[src/rtl/axis_packet_arbiter.sv]
// axis_packet_arbiter: packet-granular round-robin merge of CHANNEL_NUMBER
// AXI-Stream inputs into one output stream through a 2-entry buffer.
// Ports: clk, rst_n (async, active low);
//   s_tvalid_i/s_tready_o/s_tlast_i per input bit i, s_tdata_i slice i
//   (optional s_tid_i/s_tdest_i/s_tuser_i slices likewise);
//   m_tvalid_o/m_tready_i/m_tdata_o/m_tlast_o (+ optional sidebands) merged.
module axis_packet_arbiter #(
   parameter int DATA_WIDTH           = 32,
   parameter int CHANNEL_NUMBER       = 5,
   parameter int CHANNEL_NUMBER_WIDTH =
      (CHANNEL_NUMBER > 1) ? $clog2(CHANNEL_NUMBER) : 1,
   parameter int ID_WIDTH             = 4,
   parameter int DEST_WIDTH           = 4,
   parameter int USER_WIDTH           = 4
) (
   input  logic                                 clk,
   input  logic                                 rst_n,
   input  logic [CHANNEL_NUMBER-1:0]            s_tvalid_i,
   output logic [CHANNEL_NUMBER-1:0]            s_tready_o,
   input  logic [CHANNEL_NUMBER*DATA_WIDTH-1:0] s_tdata_i,
   input  logic [CHANNEL_NUMBER-1:0]            s_tlast_i,
`ifdef TID_PRESENT
   input  logic [CHANNEL_NUMBER*ID_WIDTH-1:0]   s_tid_i,
   output logic [ID_WIDTH-1:0]                  m_tid_o,
`endif
`ifdef TDEST_PRESENT
   input  logic [CHANNEL_NUMBER*DEST_WIDTH-1:0] s_tdest_i,
   output logic [DEST_WIDTH-1:0]                m_tdest_o,
`endif
`ifdef TUSER_PRESENT
   input  logic [CHANNEL_NUMBER*USER_WIDTH-1:0] s_tuser_i,
   output logic [USER_WIDTH-1:0]                m_tuser_o,
`endif
   output logic                                 m_tvalid_o,
   input  logic                                 m_tready_i,
   output logic [DATA_WIDTH-1:0]                m_tdata_o,
   output logic                                 m_tlast_o
);

   localparam int CW = CHANNEL_NUMBER_WIDTH;

`ifdef TID_PRESENT
   localparam int IDW = ID_WIDTH;
`else
   localparam int IDW = 0 * ID_WIDTH;
`endif
`ifdef TDEST_PRESENT
   localparam int DSW = DEST_WIDTH;
`else
   localparam int DSW = 0 * DEST_WIDTH;
`endif
`ifdef TUSER_PRESENT
   localparam int USW = USER_WIDTH;
`else
   localparam int USW = 0 * USER_WIDTH;
`endif

   // Buffer entry layout: {user, dest, id, last, data}
   localparam int EW = DATA_WIDTH + 1 + IDW + DSW + USW;

   typedef enum logic {
      IDLE,
      LOCKED
   } state_t;

   state_t        state_q, state_d;
   logic [CW-1:0] grant_q, grant_d;
   logic [CW-1:0] rr_ptr_q, rr_ptr_d;
   logic [1:0]    count_q, count_d;
   logic [EW-1:0] ent0_q, ent0_d;
   logic [EW-1:0] ent1_q, ent1_d;

   logic          found;
   logic [CW-1:0] pick;
   logic          accept;
   logic          pop;
   logic [EW-1:0] in_ent;

   // First valid input scanning from rr_ptr upward with wrap.
   always_comb begin
      int j;
      found = 1'b0;
      pick  = '0;
      j     = 0;
      for (int k = 0; k < CHANNEL_NUMBER; k++) begin
         j = int'(rr_ptr_q) + k;
         if (j >= CHANNEL_NUMBER) j = j - CHANNEL_NUMBER;
         if (!found && s_tvalid_i[CW'(j)]) begin
            found = 1'b1;
            pick  = CW'(j);
         end
      end
   end

   assign accept = (state_q == LOCKED) && s_tvalid_i[grant_q] &&
                   (count_q != 2'd2);
   assign pop    = m_tvalid_o && m_tready_i;

   always_comb begin
      in_ent = '0;
      in_ent[DATA_WIDTH-1:0] = s_tdata_i[grant_q*DATA_WIDTH +: DATA_WIDTH];
      in_ent[DATA_WIDTH]     = s_tlast_i[grant_q];
`ifdef TID_PRESENT
      in_ent[DATA_WIDTH+1 +: IDW] = s_tid_i[grant_q*ID_WIDTH +: ID_WIDTH];
`endif
`ifdef TDEST_PRESENT
      in_ent[DATA_WIDTH+1+IDW +: DSW] =
         s_tdest_i[grant_q*DEST_WIDTH +: DEST_WIDTH];
`endif
`ifdef TUSER_PRESENT
      in_ent[DATA_WIDTH+1+IDW+DSW +: USW] =
         s_tuser_i[grant_q*USER_WIDTH +: USER_WIDTH];
`endif
   end

   always_comb begin
      state_d    = state_q;
      grant_d    = grant_q;
      rr_ptr_d   = rr_ptr_q;
      s_tready_o = '0;
      unique case (state_q)
         IDLE: begin
            if (found) begin
               state_d = LOCKED;
               grant_d = pick;
            end
         end
         LOCKED: begin
            s_tready_o[grant_q] = (count_q < 2'd2);
            // Lock holds through source gaps; only TLAST releases it.
            if (accept && s_tlast_i[grant_q]) begin
               state_d  = IDLE;
               rr_ptr_d = (grant_q == CW'(CHANNEL_NUMBER - 1)) ?
                          '0 : grant_q + 1'b1;
            end
         end
         default: state_d = IDLE;
      endcase
   end

   // Shift-style buffer: ent0 is always the head.
   always_comb begin
      ent0_d  = ent0_q;
      ent1_d  = ent1_q;
      count_d = count_q;
      unique case ({accept, pop})
         2'b10: begin
            if (count_q == 2'd0) ent0_d = in_ent;
            else                 ent1_d = in_ent;
            count_d = count_q + 2'd1;
         end
         2'b01: begin
            ent0_d  = ent1_q;
            count_d = count_q - 2'd1;
         end
         2'b11: begin
            if (count_q == 2'd2) begin
               ent0_d = ent1_q;
               ent1_d = in_ent;
            end else begin
               ent0_d = in_ent;
            end
         end
         default: ;
      endcase
   end

   always_ff @(posedge clk or negedge rst_n) begin
      if (!rst_n) begin
         state_q  <= IDLE;
         grant_q  <= '0;
         rr_ptr_q <= '0;
         count_q  <= '0;
         ent0_q   <= '0;
         ent1_q   <= '0;
      end else begin
         state_q  <= state_d;
         grant_q  <= grant_d;
         rr_ptr_q <= rr_ptr_d;
         count_q  <= count_d;
         ent0_q   <= ent0_d;
         ent1_q   <= ent1_d;
      end
   end

   assign m_tvalid_o = (count_q != 2'd0);
   assign m_tdata_o  = ent0_q[DATA_WIDTH-1:0];
   assign m_tlast_o  = ent0_q[DATA_WIDTH];
`ifdef TID_PRESENT
   assign m_tid_o    = ent0_q[DATA_WIDTH+1 +: IDW];
`endif
`ifdef TDEST_PRESENT
   assign m_tdest_o  = ent0_q[DATA_WIDTH+1+IDW +: DSW];
`endif
`ifdef TUSER_PRESENT
   assign m_tuser_o  = ent0_q[DATA_WIDTH+1+IDW+DSW +: USW];
`endif

endmodule

[config.mk]
export PLATFORM = sky130hd
export DESIGN_NAME = axis_packet_arbiter
export DESIGN_NICKNAME = d
export VERILOG_FILES = /design/src/rtl/axis_packet_arbiter.sv
export SDC_FILE = /design/constraint.sdc
export NUM_CORES = 1
export LEC_CHECK = 0
export ABC_CLOCK_PERIOD_IN_PS = 3550
export BUFFER_PORTS_ARGS = -buffer_cell sky130_fd_sc_hd__buf_2
export CAP_MARGIN = 30
export CORE_MARGIN = 10
export CORE_UTILIZATION = 40
export DETAILED_ROUTE_END_ITERATION = 12
export PLACE_DENSITY = 0.67
export RECOVER_POWER = 50
export SLEW_MARGIN = 40
export SYNTH_ARGS = -nofsm -noshare
export SYNTH_HDL_FRONTEND = slang
export SYNTH_SLANG_ARGS = --single-unit
[constraint.sdc]
create_clock -name clk -period 3.55 [get_ports clk]
set_input_delay 0.355 -clock clk [delete_from_list [all_inputs] [get_ports clk]]
set_output_delay 0.355 -clock clk [all_outputs]
set_load 0.02 [all_outputs]
# ---- Yosys cells after proc, flatten, opt, wreduce, memory -nomap -nowiden
# Index checks and enable logic that the tools add are counted.
dict set report classes {
  n_eq_ne 9
  n_mux 48
  bitwise 2
  addsub 12
  n_lt_le_gt_ge 13
  reduce_logical 22
  shifts 1
}
# op n
set ops {}
lappend ops {{160-bit by 9-bit variable part select with 32-bit output} 1}
lappend ops {{33-bit two-way mux} 4}
lappend ops {{33-bit one-hot mux with 3 select lines} 1}
lappend ops {{33-bit one-hot mux with 2 select lines} 1}
lappend ops {{3-bit two-way mux} 11}
lappend ops {{3-bit by 5-bit < comparator with 1-bit output, second input constant} 5}
lappend ops {{1-bit binary-select mux with 3-bit select} 7}
lappend ops {{1-bit two-way mux} 20}
lappend ops {{4-bit by 3-bit greater-or-equal comparator with 1-bit output, second input constant} 4}
lappend ops {{3-bit subtractor, second input constant} 5}
lappend ops {{1-bit logical AND} 9}
lappend ops {{3-bit by 2-bit adder with 4-bit output, second input constant} 2}
lappend ops {{2-bit inequality test, second input constant} 4}
lappend ops {{2-bit equality test, second input constant} 3}
lappend ops {{2-bit AND reduction} 3}
lappend ops {{2-bit nonzero test} 3}
lappend ops {{5-bit bitwise AND} 1}
lappend ops {{5-bit two-way mux} 1}
lappend ops {{3-bit by 1-bit adder with 4-bit output, second input constant} 1}
lappend ops {{3-bit by 3-bit adder with 4-bit output, second input constant} 1}
lappend ops {{1-bit logical NOT} 4}
lappend ops {{3-bit by 4-bit < comparator with 1-bit output, second input constant} 1}
lappend ops {{2-bit one-hot mux with 2 select lines} 1}
lappend ops {{3-bit by 1-bit adder with 3-bit output, second input constant} 1}
lappend ops {{13 further kinds} 13}
dict set report word_totals {
  out_inout_bits 39
  ff_bits 75
}

# ---- Depth between registers and ports, before layout
dict set report depth {
  word_depth 20
  depth_mapped 13
  mapped_depth_nobuf 11
}

# ---- Worst setup path before layout
# No wires, ideal clock.
dict set report synth_path {
  kind {reg2reg}
  startpoint {reg rr_ptr_q[1]}
  endpoint {reg grant_q[2]}
  setup_time_ps 131
  path_buffers 2
  synth_period_minus_slack_ps 2948
  slack_ps 602
  required_time_ps 3419
  path_stages_with_launch 12
  t_arrival_ps 2816
  path_cell_list {dfrtp_1 > buf_2 > inv_1 > ha_1 > ha_1 > clkbuf_1 > o22ai_1 > or3b_4 > nand3_2 > nand4b_4 > nor4_1 > or3_1}
}
dict set report synth_between {
  elab_chain_cells 19
  elab_cells_between_ends 53
}
# element line
set synth_lines {}
lappend synth_lines {{from (decl)} 68} ;# logic [CW-1:0] rr_ptr_q, rr_ptr_d;
lappend synth_lines {{from (signal assigned)} 179} ;# rr_ptr_q <= rr_ptr_d;
lappend synth_lines {{parallel branches: the longest is 19 deep, another holds 3-bit by 1-bit adder with 4-bit output} -}
lappend synth_lines {{to (signal assigned)} 178} ;# grant_q <= grant_d;
lappend synth_lines {{to (decl)} 67} ;# logic [CW-1:0] grant_q, grant_d;
# Parallel ways; which one is timed is not known. The select of a mux whose other input is x is not followed.
# A chain may end at the register's enable or synchronous reset.

# ---- Worst setup path after layout
# Ends and elaborated chain as after synthesis.

==> metrics.cfg <==
[status]
status=finished, violations left
violations=capacitance limit, slew limit

[setup_path]
cp.arrival_ns=3.29
startpoint_type=flop
required_ns=3.82
worst-r2r-cell-count=11
path_max_fanout=17
worstSetupPathType=reg -> reg
reg2reg_slack_ns=0.53
crit_path_end_kind=flop

[placement]
portBuffers=211
place_hpwl_um=15540
placed_cell_area_mm2=0.006878
routabilityCongestion=0.8307
pre_cts_slack_ns=0.5550

[sta]
drv_slew=76
setup_ws_ns=0.5345
fin_crit_ns=3.015
fmax_ghz=0.3316
post-route-period-util_pct=84.94
rsz0062_at_grt=no
relSlewSlack_pct=-26.73
worst_slew_pin_slew_ns=1.901
setup_viol=0
finClkSkew_ns=0.008589
hold_violations=0
setup_tns_ns=0

[grt]
overflow=0
track_usage_pct=19.91
antenna_found_initial=1
grt_pass1_wl_um=31730
grt_max_degree=76
grt_pass1_vias=5769

[finish]
final_common_cell=buf_2
final_cell_mix=buf_2 (191), nor2_1 (135), a21oi_1 (130)
syn_to_final_growth_pct=26.45
drive_gt1_share_pct=31.55
nets=1042
n_fill_cell=1344
final_area_mm2=0.007166

[logic_synthesis]
ys_types=71
synth-edff-count=0
ys_warn_count=0
syn_area_per_cell_um2=8.470
netlist_instances=669
synth_area_mm2=0.005667
synthFlopType=dfrtp_1
ys_ff_latch=75
async_flop_share_pct=100.0
syn-num-nets=856
yosysSeqAreaShare_pct=33.12

[route]
drtIter0Drc=509
antenna_left=0
drt-total-wl_um=20410
wl_per_cell_um=19.63
routed_via_density=5.659
via_count=5885
firstDrtPassIters=5
drc=0

[clocking]
postCtsSetupBuffers=0
cts_sinks=75
cts_resized=0
path_clk_slew_ns=0.06
hold_buffers=0
cts_root_buf=clkbuf_16
clock_tree.buffer_depth=2
tritoncts=done
numCtsBuffers=9
htree_levels=3
clk_latency_ns=0.34

[pwr]
vdd_drop_max_v=0.0004466
clkPwrFrac_pct=12.6
p_comb_share_pct=66.4
pwr-share-seq_pct=21.1
switching_share_pct=49.31
total_leakage_power_nw=3.185
power_density_mw_per_mm2=1092
power.internal_w=0.003965
power_switching_w=0.003857

[hold_path]
hold_depth=3
hold_class=in -> reg

[floorplan]
num_rows=43
start_util_pct=40.82
coreArea_mm2=0.01388
top_level_ports=212
die_y_um=139.0
die_w_um=139.0
die-area_mm2=0.01933

[job]
cap_viol_max_count=1

[layer usage]
layer	GRT usage (%)	vias up	wire length, um
met3	5.171	19	1541
met2	33.92	225	10040
met5	0	-	0
met1	24.31	2818	8559
met4	5.217	0	266
li1	-	2823	-
[worst max-delay path: stages (launching register included)]
cell      delay [ns]
dfrtp_1         0.35
buf_4           0.24
ha_1            0.18
inv_1           0.05
fa_1            0.45
a21oi_4         0.27
mux2i_1         0.32
o32ai_2         0.14
nor2_1          0.31
nand4b_4        0.18
nor4_1          0.30
or3_1           0.15
[cell type report]
type | instances | area [um^2] | area share (%)
multi-input cells | 525 | 3478 | 48.54
flip-flops and latches | 75 | 1879 | 26.23
repair buffers | 230 | 1212 | 16.92
clock buffers | 9 | 225.2 | 3.143
well taps | 180 | 225.2 | 3.143
clock inverters | 6 | 90.09 | 1.257
inverters | 14 | 52.55 | 0.7334
diodes | 1 | 2.502 | 0.03492
[synth_stat cells (4+ instances only)]
cell type	n	area, um^2
a211oi_1	6	45.04
a21oi_1	131	655.6
a22oi_1	37	277.8
and3_1	4	25.02
buf_2	17	85.08
buf_4	7	52.55
buf_6	4	45.04
clkbuf_1	27	101.4
dfrtp_1	75	1877
ha_1	13	162.7
inv_1	12	45.04
mux2i_1	22	220.2
mux4_2	18	405.4
nand2_1	19	71.32
nand2b_1	8	50.05
nand3_1	8	40.04
nand4_1	5	31.28
nor2_1	136	510.5
nor2b_1	11	68.82
nor3_1	6	30.03
nor4_1	7	43.79
o21ai_0	9	45.04
o22a_1	15	131.4
o22ai_1	6	37.54
xnor2_1	4	35.03
[state kept, by name, indices dropped and copies added, names as in the netlist]
| name | cells |
|---|---|
| count_q | 2 |
| ent1_q | 33 |
| rr_ptr_q | 3 |
| state_q | 1 |
| grant_q | 3 |
| ent0_q | 33 |
[logic make-up after synthesis]
logic type                 synth area share, %
AOI/OAI and AO/OA                        26.58
muxes                                    11.24
DFF                                      33.12
adders and majority gates                3.224
and+or+nand+nor                          18.97
xor gates and xnor gates                0.9273
buffers and inverters                    5.939
[path summary, 6_finish.rpt]
check                                    endpoint                     from
max                        grant_q[2]$_DFFE_PN0P_  rr_ptr_q[1]$_DFFE_PN0P_
min                        ent1_q[12]$_DFFE_PN0P_           s_tdata_i[140]
max reg2reg                grant_q[2]$_DFFE_PN0P_  rr_ptr_q[1]$_DFFE_PN0P_
min reg2reg                ent0_q[22]$_DFFE_PN0P_   ent0_q[22]$_DFFE_PN0P_
max in group asynchronous  grant_q[1]$_DFFE_PN0P_                    rst_n
min in group asynchronous  ent0_q[21]$_DFFE_PN0P_                    rst_n
[power groups by stage]
stage / clock network (W) / logic (W) / registers (W)
floorplan: 0 / 0.00374 / 0.00180
global placement: 0 / 0.00515 / 0.00163
detailed placement: 0 / 0.00523 / 0.00164
CTS: 0.000985 / 0.00524 / 0.00164
global route: 0.00103 / 0.00571 / 0.00171
finish: 0.000984 / 0.00519 / 0.00165
[through the flow]
stage / hold WS [ns] / std cells / utilization [%] / total power [W]
after floorplan: 0.05941 / 669 / - / 0.005536
after global placement: 0.5009 / 1024 / 49.52 / 0.006784
after detailed placement: 0.4274 / 1024 / 49.55 / 0.006873
after CTS: 0.07482 / 1039 / 51.82 / 0.007863
after global routing: 0.3626 / 1040 / 51.62 / 0.008453
final: 0.3461 / 1040 / 51.62 / 0.007822
No activity file was read; power rests on OpenSTA's default activity.
